[config.mk]
export PLATFORM = sky130hd
export DESIGN_NAME = mem_port_arbiter_flat
export DESIGN_NICKNAME = d
export VERILOG_FILES = /design/src/rtl/cpu_pkg.sv /design/src/rtl/mem_port_arbiter_if.sv /design/src/rtl/rr2_pick.sv /design/src/rtl/mem_port_arbiter.sv /design/src/flat_wrapper.sv
export SDC_FILE = /design/constraint.sdc
export NUM_CORES = 1
export LEC_CHECK = 0
export CAP_MARGIN = 30
export CORE_ASPECT_RATIO = 0.7
export CORE_UTILIZATION = 38
export DETAILED_ROUTE_END_ITERATION = 7
export GPL_TIMING_DRIVEN = 1
export MAX_ROUTING_LAYER = met4
export PLACE_DENSITY = 0.79
export REMOVE_ABC_BUFFERS = 1
export SLEW_MARGIN = 20
export SYNTH_ARGS = -nofsm -noshare
export SYNTH_HDL_FRONTEND = slang
export SYNTH_SLANG_ARGS = --single-unit
[constraint.sdc]
create_clock -name clk -period 2.1 [get_ports clk]
set_clock_uncertainty 0.2 [all_clocks]
set_input_delay 0.42 -clock clk [delete_from_list [all_inputs] [get_ports clk]]
set_output_delay 0.42 -clock clk [all_outputs]
set_load 0.02 [all_outputs]
[src/rtl/cpu_pkg.sv]
// Shared types and widths for the CPU memory-port arbiter.
package cpu_pkg;

    localparam int unsigned ADDR_W = 5;
    localparam int unsigned DATA_W = 8;

    typedef enum logic [1:0] {ARB_IDLE, ARB_ISSUE, ARB_RESP} arb_state_t;

    typedef enum logic {REQ_CPU, REQ_DBG} req_id_t;

endpackage

[src/rtl/mem_port_arbiter_if.sv]
// Request/grant/response bundle between the two requesters, the arbiter and the memory.
interface mem_port_arbiter_if;
    import cpu_pkg::*;

    logic              cpu_req;
    logic              cpu_we;
    logic [ADDR_W-1:0] cpu_addr;
    logic [DATA_W-1:0] cpu_wdata;
    logic              dbg_req;
    logic              dbg_we;
    logic [ADDR_W-1:0] dbg_addr;
    logic [DATA_W-1:0] dbg_wdata;
    logic              dbg_lock;

    logic              cpu_gnt;
    logic              dbg_gnt;
    logic              cpu_rvalid;
    logic              dbg_rvalid;
    logic [DATA_W-1:0] rdata;

    logic              mem_rd;
    logic              mem_wr;
    logic [ADDR_W-1:0] mem_add;
    logic [DATA_W-1:0] mem_din;
    logic [DATA_W-1:0] mem_dout;

    // Arbiter side
    modport slave (
        input  cpu_req, cpu_we, cpu_addr, cpu_wdata,
        input  dbg_req, dbg_we, dbg_addr, dbg_wdata, dbg_lock,
        input  mem_dout,
        output cpu_gnt, dbg_gnt, cpu_rvalid, dbg_rvalid, rdata,
        output mem_rd, mem_wr, mem_add, mem_din
    );

    // Requesters and memory side
    modport master (
        output cpu_req, cpu_we, cpu_addr, cpu_wdata,
        output dbg_req, dbg_we, dbg_addr, dbg_wdata, dbg_lock,
        output mem_dout,
        input  cpu_gnt, dbg_gnt, cpu_rvalid, dbg_rvalid, rdata,
        input  mem_rd, mem_wr, mem_add, mem_din
    );

endinterface

[src/rtl/rr2_pick.sv]
// Combinational 2-way round-robin picker: on a tie the requester not granted last wins.
module rr2_pick
    import cpu_pkg::*;
(
    input  logic [1:0] elig,  // bit 0 = CPU, bit 1 = debug
    input  req_id_t    last,
    output req_id_t    win,
    output logic       valid
);

    always_comb begin
        valid = |elig;
        win   = REQ_CPU;
        if (elig == 2'b11) begin
            win = (last == REQ_CPU) ? REQ_DBG : REQ_CPU;
        end else if (elig[1]) begin
            win = REQ_DBG;
        end
    end

endmodule

[src/rtl/mem_port_arbiter.sv]
// Shares the single-port data memory between the CPU core and the debug loader.
// Round-robin with a debug lock; each access takes an ISSUE cycle then a RESP cycle.
module mem_port_arbiter
    import cpu_pkg::*;
(
    input logic               clk,
    input logic               rst,
    mem_port_arbiter_if.slave bus
);

    arb_state_t        state_q;
    req_id_t           last_q;
    req_id_t           win_q;
    logic              we_q;
    logic              cpu_gnt_q;
    logic              dbg_gnt_q;
    logic              cpu_rvalid_q;
    logic              dbg_rvalid_q;
    logic              mem_rd_q;
    logic              mem_wr_q;
    logic [ADDR_W-1:0] mem_add_q;
    logic [DATA_W-1:0] mem_din_q;

    logic [1:0]        elig;
    req_id_t           pick_win;
    logic              pick_valid;
    logic              sel_we;
    logic [ADDR_W-1:0] sel_addr;
    logic [DATA_W-1:0] sel_wdata;

    // Lock only masks the CPU at arbitration; an access already issued runs to completion.
    assign elig = {bus.dbg_req, bus.cpu_req & ~bus.dbg_lock};

    rr2_pick u_pick (
        .elig  (elig),
        .last  (last_q),
        .win   (pick_win),
        .valid (pick_valid)
    );

    assign sel_we    = (pick_win == REQ_DBG) ? bus.dbg_we    : bus.cpu_we;
    assign sel_addr  = (pick_win == REQ_DBG) ? bus.dbg_addr  : bus.cpu_addr;
    assign sel_wdata = (pick_win == REQ_DBG) ? bus.dbg_wdata : bus.cpu_wdata;

    always_ff @(posedge clk or negedge rst) begin
        if (!rst) begin
            state_q      <= ARB_IDLE;
            last_q       <= REQ_DBG;
            win_q        <= REQ_CPU;
            we_q         <= 1'b0;
            cpu_gnt_q    <= 1'b0;
            dbg_gnt_q    <= 1'b0;
            cpu_rvalid_q <= 1'b0;
            dbg_rvalid_q <= 1'b0;
            mem_rd_q     <= 1'b0;
            mem_wr_q     <= 1'b0;
            mem_add_q    <= '0;
            mem_din_q    <= '0;
        end else begin
            // Grants, strobes and rvalid are single-cycle pulses.
            cpu_gnt_q    <= 1'b0;
            dbg_gnt_q    <= 1'b0;
            cpu_rvalid_q <= 1'b0;
            dbg_rvalid_q <= 1'b0;
            mem_rd_q     <= 1'b0;
            mem_wr_q     <= 1'b0;
            case (state_q)
                ARB_ISSUE: begin
                    state_q      <= ARB_RESP;
                    cpu_rvalid_q <= ~we_q & (win_q == REQ_CPU);
                    dbg_rvalid_q <= ~we_q & (win_q == REQ_DBG);
                end
                ARB_IDLE, ARB_RESP: begin
                    if (pick_valid) begin
                        state_q   <= ARB_ISSUE;
                        win_q     <= pick_win;
                        last_q    <= pick_win;
                        we_q      <= sel_we;
                        mem_add_q <= sel_addr;
                        mem_din_q <= sel_wdata;
                        mem_rd_q  <= ~sel_we;
                        mem_wr_q  <= sel_we;
                        cpu_gnt_q <= (pick_win == REQ_CPU);
                        dbg_gnt_q <= (pick_win == REQ_DBG);
                    end else begin
                        state_q <= ARB_IDLE;
                    end
                end
                default: state_q <= ARB_IDLE;
            endcase
        end
    end

    assign bus.cpu_gnt    = cpu_gnt_q;
    assign bus.dbg_gnt    = dbg_gnt_q;
    assign bus.cpu_rvalid = cpu_rvalid_q;
    assign bus.dbg_rvalid = dbg_rvalid_q;
    assign bus.mem_rd     = mem_rd_q;
    assign bus.mem_wr     = mem_wr_q;
    assign bus.mem_add    = mem_add_q;
    assign bus.mem_din    = mem_din_q;
    // Memory output only reaches rdata during a read response.
    assign bus.rdata      = (cpu_rvalid_q | dbg_rvalid_q) ? bus.mem_dout : '0;

endmodule

[src/flat_wrapper.sv]
// flat-port wrapper written by rule: the top's interface ports become plain ports
module mem_port_arbiter_flat import cpu_pkg::*;
  (clk, rst, bus_cpu_req, bus_cpu_we, bus_cpu_addr, bus_cpu_wdata, bus_dbg_req, bus_dbg_we, bus_dbg_addr, bus_dbg_wdata, bus_dbg_lock, bus_mem_dout, bus_cpu_gnt, bus_dbg_gnt, bus_cpu_rvalid, bus_dbg_rvalid, bus_rdata, bus_mem_rd, bus_mem_wr, bus_mem_add, bus_mem_din);
  mem_port_arbiter_if bus_i ();
  input logic clk;
  input logic rst;
  input wire logic [$bits(bus_i.cpu_req)-1:0] bus_cpu_req;
  input wire logic [$bits(bus_i.cpu_we)-1:0] bus_cpu_we;
  input wire logic [$bits(bus_i.cpu_addr)-1:0] bus_cpu_addr;
  input wire logic [$bits(bus_i.cpu_wdata)-1:0] bus_cpu_wdata;
  input wire logic [$bits(bus_i.dbg_req)-1:0] bus_dbg_req;
  input wire logic [$bits(bus_i.dbg_we)-1:0] bus_dbg_we;
  input wire logic [$bits(bus_i.dbg_addr)-1:0] bus_dbg_addr;
  input wire logic [$bits(bus_i.dbg_wdata)-1:0] bus_dbg_wdata;
  input wire logic [$bits(bus_i.dbg_lock)-1:0] bus_dbg_lock;
  input wire logic [$bits(bus_i.mem_dout)-1:0] bus_mem_dout;
  output wire logic [$bits(bus_i.cpu_gnt)-1:0] bus_cpu_gnt;
  output wire logic [$bits(bus_i.dbg_gnt)-1:0] bus_dbg_gnt;
  output wire logic [$bits(bus_i.cpu_rvalid)-1:0] bus_cpu_rvalid;
  output wire logic [$bits(bus_i.dbg_rvalid)-1:0] bus_dbg_rvalid;
  output wire logic [$bits(bus_i.rdata)-1:0] bus_rdata;
  output wire logic [$bits(bus_i.mem_rd)-1:0] bus_mem_rd;
  output wire logic [$bits(bus_i.mem_wr)-1:0] bus_mem_wr;
  output wire logic [$bits(bus_i.mem_add)-1:0] bus_mem_add;
  output wire logic [$bits(bus_i.mem_din)-1:0] bus_mem_din;
  assign bus_i.cpu_req = bus_cpu_req;
  assign bus_i.cpu_we = bus_cpu_we;
  assign bus_i.cpu_addr = bus_cpu_addr;
  assign bus_i.cpu_wdata = bus_cpu_wdata;
  assign bus_i.dbg_req = bus_dbg_req;
  assign bus_i.dbg_we = bus_dbg_we;
  assign bus_i.dbg_addr = bus_dbg_addr;
  assign bus_i.dbg_wdata = bus_dbg_wdata;
  assign bus_i.dbg_lock = bus_dbg_lock;
  assign bus_i.mem_dout = bus_mem_dout;
  assign bus_cpu_gnt = bus_i.cpu_gnt;
  assign bus_dbg_gnt = bus_i.dbg_gnt;
  assign bus_cpu_rvalid = bus_i.cpu_rvalid;
  assign bus_dbg_rvalid = bus_i.dbg_rvalid;
  assign bus_rdata = bus_i.rdata;
  assign bus_mem_rd = bus_i.mem_rd;
  assign bus_mem_wr = bus_i.mem_wr;
  assign bus_mem_add = bus_i.mem_add;
  assign bus_mem_din = bus_i.mem_din;
  mem_port_arbiter u_core (.clk(clk), .rst(rst), .bus(bus_i));
endmodule
==> results of run 1 <==
==> layout make-up <==
cell class                 count  area [um2]
sequential                    24         602
tap                           38        47.5
fill                         259        1100
timing repair buffer          79         751
multi-input combinational     78         538
inverter                      16        60.1
clock buffer                   4        45.0
==> where the power goes <==
part / total, mW / leakage, nW / switching, mW / internal (mW)
Combinational: 0.516 / 0.618 / 0.244 / 0.272
Clock: 0.275 / 0.0228 / 0.139 / 0.135
Sequential: 0.588 / 0.285 / 0.0496 / 0.538
Total: 1.38 / 0.926 / 0.433 / 0.946
==> layout by cell type (no fill, tap or decap), types with 2 or more instances in the layout <==
cell type / count
and2_1: 14
a221oi_1: 13
dlygate4sd2_1: 8
o21ai_0: 13
buf_4: 12
clkbuf_8: 3
nand2_1: 2
a22oi_1: 13
dfrtp_1: 23
o2bb2ai_1: 2
nor2b_1: 9
inv_1: 15
clkdlybuf4s50_1: 59
==> repair_timing <==
item / 4_1_cts / 5_1_grt
endpoints found under the setup margin: 8 / 0
gates resized for setup: 9 / 0
endpoints found under the hold margin: 0 / 0
==> per-stage QoR <==
stage,TNS (ps),worst slack (ps)
final,0,158
after global routing,0,44.4
after CTS,0,145
after detailed placement,-971,-132
after global placement,-970,-140
after floorplan,0,478
==> worst max-delay path by stage <==
stage | start | endpoint | slack, ps | cells after the start
6_report | bus_mem_dout[3] | bus_rdata[3] | 160 | 3
5_1_grt | u_core.bus.dbg_rvalid$_DFF_PN0_ | bus_rdata[3] | 40 | 3
4_1_cts | u_core.bus.dbg_rvalid$_DFF_PN0_ | bus_rdata[3] | 150 | 3
3_5_place_dp | bus_mem_dout[6] | bus_rdata[6] | -130 | 3
3_3_place_gp | bus_mem_dout[7] | bus_rdata[7] | -140 | 3
2_1_floorplan | bus_dbg_lock | u_core.bus.mem_add[4]$_DFFE_PN0P_ | 480 | 3
==> synth_stat cells, drive strengths merged <==
cell type	n
a211oi	1
a221o	1
nor2b	9
nor4b	1
a22oi	13
o2bb2ai	2
clkbuf	5
and3b	1
nand2	2
buf	5
a21o	1
and2	14
nand2b	1
a21oi	1
nand3b	1
a221oi	13
dfstp	1
nor2	2
inv	16
nor3b	1
and3	1
o21ai	13
dfrtp	23
==> routing by layer <==
layer	global-route usage, %	up-vias
li1	-	603
met1	24.6	574
met2	34.6	58
met3	7.57	7
met4	6.33	0
met5	-	-
==> cell families after synthesis <==
| logic type | Yosys count |
|---|---|
| AOI/OAI and AO/OA | 45 |
| DFF | 24 |
| buffers and inverters | 26 |
| and+or+nand+nor | 33 |
==> results.md, run 1 <==
* Final Setup Violations at 0
* N_diodes at 0
* Cell row count at 17
* Mean Syn Cell Area at 9.78 um2
* Vias/cell at 5.20
* FF-to-FF setup slack at 430 ps
* Max Cap Viol at 0
* Dpl hpwl at 2570 um
* CTS Buf Count at 3
* Crit path DAT at 1320 ps
* Top cells by area, synth: dfrtp_1, a221oi_1, a22oi_1
* Largest family of logic cells by synthesized area: compound AO/OA/AOI/OAI gates
* Routed via count at 1242
* Library cells used by synthesis at 26
* Skew-Pair Late Insertion Delay at 260 ps
* Register area share after synthesis at 48.1%
* Pre-antenna DRT Iters at 6
* 1st-iter DRT viols at 63
* CTS tree: built
* Hold Crit Start: u_core.state_q[1]$_DFF_PN0_
* Hold buffer count at cts at 0
* DR WL/cell at 13.8 um
* Final net count at 243
* Worst hold slack at 229 ps
* Initial Util at 39.8%
* Biggest area consumer among synthesized cells: dfrtp_1
* Met1 wire length at 1480 um
* Yosys top cell area share at 46.0%
* RSZ-0062 raised after global routing: false
* Die X at 70.6 um
* Core area at 0.00315 mm2
* Tmin final at 1940 ps
* Number of I/O pins at 68
* Remaining DRCs at 12
* First-pass GRT wire length at 5530 um
* Die Y at 50.0 um
* Max VDD drop at 0.305 mV
* Fmax at 515 MHz
* Syn Std Cell Area at 0.00125 mm2
* CTS HTree Levels at 1
* Grt total ovfl at 0
* Reg2reg start: u_core.last_q$_DFFE_PN1P_
* Number of global-route vias before repair at 1221
* Top sig layer: met4
* Worst-path clk slew at 80 ps
* Dpl cells at 235
* Postcts setup bufs at 0
* Gr usage total at 21.1%
* Top delay family on crit path: buffers and inverters
* Proportion of layout cells with a drive suffix above 1 at 9.45%
* Design area at 0.00204 mm2
* Hold Vio Cnt, Final at 0
* Failing checks: DRC
* Leak pwr at 0.926 nW
* Met2 wire len at 1480 um
* Antenna violations before repair at 0
* Die area at 0.00353 mm2
* Crit end category: output pin
* Element type at the critical path start: primary input
* Crit Path Class: primary input to output pin
* WP buf/inv at 2
* Hold path endpoint: u_core.state_q[1]$_DFF_PN0_
* Worst r2r path cells at 4
* CP cell instances: clkdlybuf4s50_1 > nor2b_1 > dlygate4sd2_1
* Hold-critical path depth at 1
* #FFs+latches synth at 24
* Synth Area in Compound Gates at 25.9%
* Outcome: complete, but fails checks
* Simple-gate area share of the yosys netlist at 16.9%
* Layout Utilization at 64.9%
* Largest net degree at the start of global routing at 25
* Placement Cell Area at 0.00201 mm2
* Req. time, crit path at 1480 ps
* Post-synthesis mux area share at 0%
* CP max stage delay at 440 ps
* Total Routed Length at 3300 um
* Area grow syn2layout at 63.1%
* Worst Hold Class: flop to flop
* Worst-margin pin slew at 418 ps
* GP Congestion at 0.771
* Sink Count at 24
* Period utilization at 92.5%
* Pwr Density at 675 mW/mm2
* Post-Layout Cell Count at 239
* Total Power at 1.38 mW
* Mapped Cells at 128
* Final slew viol count at 0
* Met3 routed WL at 302 um
* Synth Area in XOR/XNOR at 0%
* Post-route ant nets at 0
* IO buf count at 67
* Root Buffer: clkbuf_8
* Adder-Cell Fraction of Synth Area at 0%
* Slew Limit Headroom at 72.1%
* Syn. warnings at 0
* Max FFs per register at 8
* CTS Buffer Depth at 2
* Crit Path Max Fanout at 1
* Worst path slowest cell: clkdlybuf4s50_1
* R2r endpoint: u_core.bus.mem_din[4]$_DFFE_PN0P_
Note: power is estimated with default switching activity, not from simulation.
==> run 2, diff against run 1 <==
CORE_UTILIZATION = 40   (was 38)
CTS_BUF_LIST = sky130_fd_sc_hd__clkbuf_4   (was unset)
PLACE_DENSITY = 0.82   (was 0.79)
==> run 2 against run 1 <==
  * Largest power group unchanged
  * Critical path depth unchanged
  * Combinational power increased by 1%
  * First-iteration DRC count increased by 6.3%
  * Die area decreased by 4.8%
  * Largest cell class unchanged
  * Register-to-register slack improved by 30 ps
  * The run now ends clean
  * Critical endpoint is now bus_rdata[1]
  * Final cell count decreased by 0.84%
==> results.md, run 2 (same netlist as run 1, synthesis figures left out) <==
* Die Y at 48.8 um
* Outcome: complete, no violations
* Max VDD drop at 0.356 mV
* CTS tree: built
* Slew Limit Headroom at 77.6%
* Most frequent cells in the layout: clkdlybuf4s50_1, dfrtp_1, inv_1
* First-pass GRT wire length at 5180 um
* Period utilization at 95.3%
* Total Power at 1.33 mW
* Core area at 0.00288 mm2
* Number of global-route vias before repair at 1149
* Setup TNS at 0 ps
* Routed via count at 1245
* RSZ-0062 raised after global routing: false
* Worst Hold Class: flop to flop
* Final slew viol count at 0
* 1st-iter DRT viols at 67
* Hold-critical path depth at 1
* Logic gate share of total power at 39.4%
* Crit path DAT at 1380 ps
* Hold path endpoint: u_core.state_q[1]$_DFF_PN0_
* Sink Count at 24
* Postcts setup bufs at 0
* Post-route ant nets at 0
* Pre-antenna DRT Iters at 4
* Switching Share at 32.1%
* Design area at 0.00204 mm2
* Cell row count at 16
* Worst r2r path cells at 4
* GP Congestion at 0.876
* Final Setup Violations at 0
* Initial Util at 43.4%
* Vias/cell at 5.25
* Die X at 68.9 um
* Flop pwr share at 43.8%
* CTS HTree Levels at 1
* Crit Path Max Fanout at 1
* Antenna violations before repair at 0
* Worst-margin pin slew at 337 ps
* Dpl hpwl at 2520 um
* Register area at 602 um2
* CTS Buf Count at 3
* Gr usage total at 20.6%
* WP buf/inv at 2
* Levels on crit path at 3
* R2r endpoint: u_core.we_q$_DFFE_PN0P_
* CP cell instances: clkdlybuf4s50_1 > nor2b_1 > dlygate4sd2_1
* Max Cap Viol at 0
* Reg2reg start: u_core.last_q$_DFFE_PN1P_
* Hold Crit Start: u_core.state_q[1]$_DFF_PN0_
* Root Buffer: clkbuf_4
* Fmax at 500 MHz
* CP max stage delay at 460 ps
* Area of the multi-input gates at 543 um2
* Net Sw Power at 0.427 mW
* Worst-path clk slew at 120 ps
* Leak pwr at 0.928 nW
* Max FFs per register at 8
* Total Routed Length at 3240 um
* Remaining DRCs at 0
* Req. time, crit path at 1480 ps
* Leading cell type in the layout, fill and taps excluded: clkdlybuf4s50_1
* Fill cells at 232
* Clk pwr share at 16.8%
* Final net count at 243
* Element type at the critical path start: primary input
* Skew-Pair Late Insertion Delay at 310 ps
* N_diodes at 0
* Int Pwr at 0.901 mW
* Largest net degree at the start of global routing at 25
* Crit Path Class: primary input to output pin
* Area grow syn2layout at 63.1%
* Pwr Density at 650 mW/mm2
* DR WL/cell at 13.7 um
* Hold Vio Cnt, Final at 0
* Die area at 0.00336 mm2
* Placement Cell Area at 0.00202 mm2
* Number of I/O pins at 68
* IO buf count at 67
* CTS Buffer Depth at 2
* FF-to-FF setup slack at 460 ps
* Worst path slowest cell: clkdlybuf4s50_1
* Proportion of layout cells with a drive suffix above 1 at 9.95%
* Top delay family on crit path: buffers and inverters
* Grt total ovfl at 0
* Tmin final at 2000 ps
* Crit end category: output pin
run 2: power by group through the flow:
stage,registers [mW],clock network [mW],logic (mW)
2_1_floorplan,0.664,0,0.159
3_5_place_dp,0.588,0,0.531
4_1_cts,0.582,0.227,0.525
6_report,0.582,0.223,0.523
3_3_place_gp,0.588,0,0.521
5_1_grt,0.591,0.249,0.564
run 2: worst reg2reg max path: cells and delay by family, from the launching register on:
family / cells / cell delay (ps)
simple gates: 1 / 100
buf+inv: 1 / 180
flops: 1 / 580
compound gates: 2 / 460
run 2: layout make-up:
class,count,area share (%)
timing repair buffer,79,37.4
multi-input combinational,78,26.6
tap,36,2.20
clock buffer,4,1.47
inverter,16,2.94
sequential,24,29.5
run 2: stage by stage:
step                setup WS [ps]  hold slack (ps)  instances  utilization, %
finish                       98.2              231        237            70.9
global route                 60.7              251        237            70.9
CTS                           117              232        237            70.9
detailed placement           -162              210        233            69.9
global placement             -107              207        233            69.9
floorplan                     478            -75.6        118               -
run 2: timing repair:
item	4_1_cts	5_1_grt
hold endpoints to repair	0	0
gates resized for setup	10	0
setup endpoints to repair	8	0
hold buffers	0	0
run 2: worst max-delay path by stage:
stage	from	endpoint
4_1_cts	bus_mem_dout[1]	bus_rdata[1]
2_1_floorplan	bus_dbg_lock	u_core.bus.mem_add[4]$_DFFE_PN0P_
5_1_grt	u_core.bus.dbg_rvalid$_DFF_PN0_	bus_rdata[5]
3_5_place_dp	bus_mem_dout[1]	bus_rdata[1]
3_3_place_gp	bus_mem_dout[7]	bus_rdata[7]
6_report	bus_mem_dout[1]	bus_rdata[1]
run 2: per-layer routing:
metal | wire length [um] | vias up | track usage [%]
met1 | 1540 | 594 | 30.2
li1 | - | 604 | -
met5 | 0 | - | -
met3 | 184 | 2 | 4.44
met4 | 9 | 0 | 2.72
met2 | 1500 | 45 | 29.8
==> run 3, diff against run 2 <==
CELL_PAD_IN_SITES_DETAIL_PLACEMENT = 2   (was unset)
CELL_PAD_IN_SITES_GLOBAL_PLACEMENT = 2   (was unset)
CORE_UTILIZATION = 22   (was 40)
PLACE_DENSITY = unset   (was 0.82)
PLACE_DENSITY_LB_ADDON = 0.1   (was unset)
==> run 3 against run 2 <==
  * Final cell count increased by 16%
  * Via count increased by 3.8%
  * Setup slack improved by 17 ps
==> results.md, run 3 (same netlist as run 1, synthesis figures left out) <==
* Switching Share at 33.7%
* Period utilization at 94.5%
* Worst path slowest cell: clkdlybuf4s50_1
* Remaining DRCs at 0
* First-pass GRT wire length at 7380 um
* Post-route ant nets at 0
* CTS Buffer Depth at 2
* Worst hold slack at 236 ps
* Worst-margin pin slew at 336 ps
* Number of global-route vias before repair at 1455
* RSZ-0062 raised after global routing: false
* Number of I/O pins at 68
* Area grow syn2layout at 66.9%
* Max Cap Viol at 0
* Setup TNS at 0 ps
* Hold Vio Cnt, Final at 0
* Hold buffer count at cts at 0
* CTS resizes at 10
* Skew-Pair Late Insertion Delay at 320 ps
* Antenna violations before repair at 0
* Final Setup Violations at 0
* Fmax at 504 MHz
* Postcts setup bufs at 0
* Tmin final at 1980 ps
* CP cell instances: clkdlybuf4s50_1
* Pre-antenna DRT Iters at 4
* 1st-iter DRT viols at 18
* Max FFs per register at 8
* Leak pwr at 0.933 nW
* Most frequent cells in the layout: clkdlybuf4s50_1, dfrtp_1, inv_1
* Vias/cell at 4.70
* Crit Path Max Fanout at 2
* Leading cell type in the layout, fill and taps excluded: clkdlybuf4s50_1
* Net Sw Power at 0.457 mW
* Core area at 0.00537 mm2
* Total Power at 1.36 mW
* Max VDD drop at 0.253 mV
* Crit end category: output pin
* Final slew viol count at 0
* Grt total ovfl at 0
* Root Buffer: clkbuf_4
* Int Pwr at 0.901 mW
* Cell row count at 22
* CP max stage delay at 620 ps
* Design area at 0.00209 mm2
* Initial Util at 23.3%
* Element type at the critical path start: flop
* CTS HTree Levels at 1
* Post-Layout Cell Count at 275
* Die X at 92.2 um
* Setup ws final at 115 ps
* Routed via count at 1292
* Place WS at -162 ps
* Worst Hold Class: flop to flop
* CTS tree: built
* Fill cells at 623
* Flop pwr share at 43.1%
* Pwr Density at 650 mW/mm2
* Total Routed Length at 4500 um
* Logic gate share of total power at 39.5%
* Crit Path Class: flop to output pin
* N_diodes at 0
* Worst r2r path cells at 4
* Outcome: complete, no violations
* Slew Limit Headroom at 77.4%
* DR WL/cell at 16.3 um
* Levels on crit path at 1
* Clk pwr share at 17.4%
* Final net count at 245
* Die area at 0.00600 mm2
* Crit path DAT at 1360 ps
* CTS Buf Count at 3
* WP buf/inv at 1
* Dpl cells at 271
* GP Congestion at 0.722
* Largest net degree at the start of global routing at 25
* Die Y at 65.1 um
* Sink Count at 24
* Worst-path clk slew at 150 ps
* Req. time, crit path at 1480 ps
* Gr usage total at 16.4%
* Hold-critical path depth at 1
* Dpl hpwl at 3540 um
* Placement Cell Area at 0.00206 mm2
* IO buf count at 67
* Layout Utilization at 39.0%
* Proportion of layout cells with a drive suffix above 1 at 10.8%
* Top delay family on crit path: buffers and inverters
-- run 3: changes by cell type in the layout (fill, tap and decap cells not counted), sizes merged --
| cell | before | now |
|---|---|---|
| buf | 12 | 14 |
-- run 3: layout make-up --
cell class | count | area (um2) | area share [%]
timing repair buffer | 81 | 766 | 36.6
clock buffer | 4 | 30.0 | 1.44
inverter | 16 | 60.1 | 2.87
sequential | 24 | 602 | 28.8
multi-input combinational | 78 | 543 | 26.0
tap | 72 | 90.1 | 4.31
-- run 3: per-layer routing --
metal,wire length (um),GRT usage [%]
met2,1880,25.4
met3,326,4.86
met1,2230,21.4
met4,60,3.32
met5,0,-
-- run 3: final timing paths --
kind                       slack [ps]                           endpoint                       startpoint
min reg2reg                       240        u_core.state_q[1]$_DFF_PN0_      u_core.state_q[1]$_DFF_PN0_
min                               240        u_core.state_q[1]$_DFF_PN0_      u_core.state_q[1]$_DFF_PN0_
max in group asynchronous        1140          u_core.last_q$_DFFE_PN1P_                              rst
max                               120                     bus_cpu_rvalid  u_core.bus.cpu_rvalid$_DFF_PN0_
min in group asynchronous         250  u_core.bus.mem_din[6]$_DFFE_PN0P_                              rst
max reg2reg                       430  u_core.bus.mem_din[2]$_DFFE_PN0P_        u_core.last_q$_DFFE_PN1P_
-- run 3: power groups by stage --
stage	combinational (mW)	clock, mW	sequential (mW)
3_5_place_dp	0.550	0	0.594
2_1_floorplan	0.159	0	0.664
4_1_cts	0.546	0.254	0.587
3_3_place_gp	0.534	0	0.589
5_1_grt	0.582	0.271	0.598
6_report	0.537	0.236	0.585
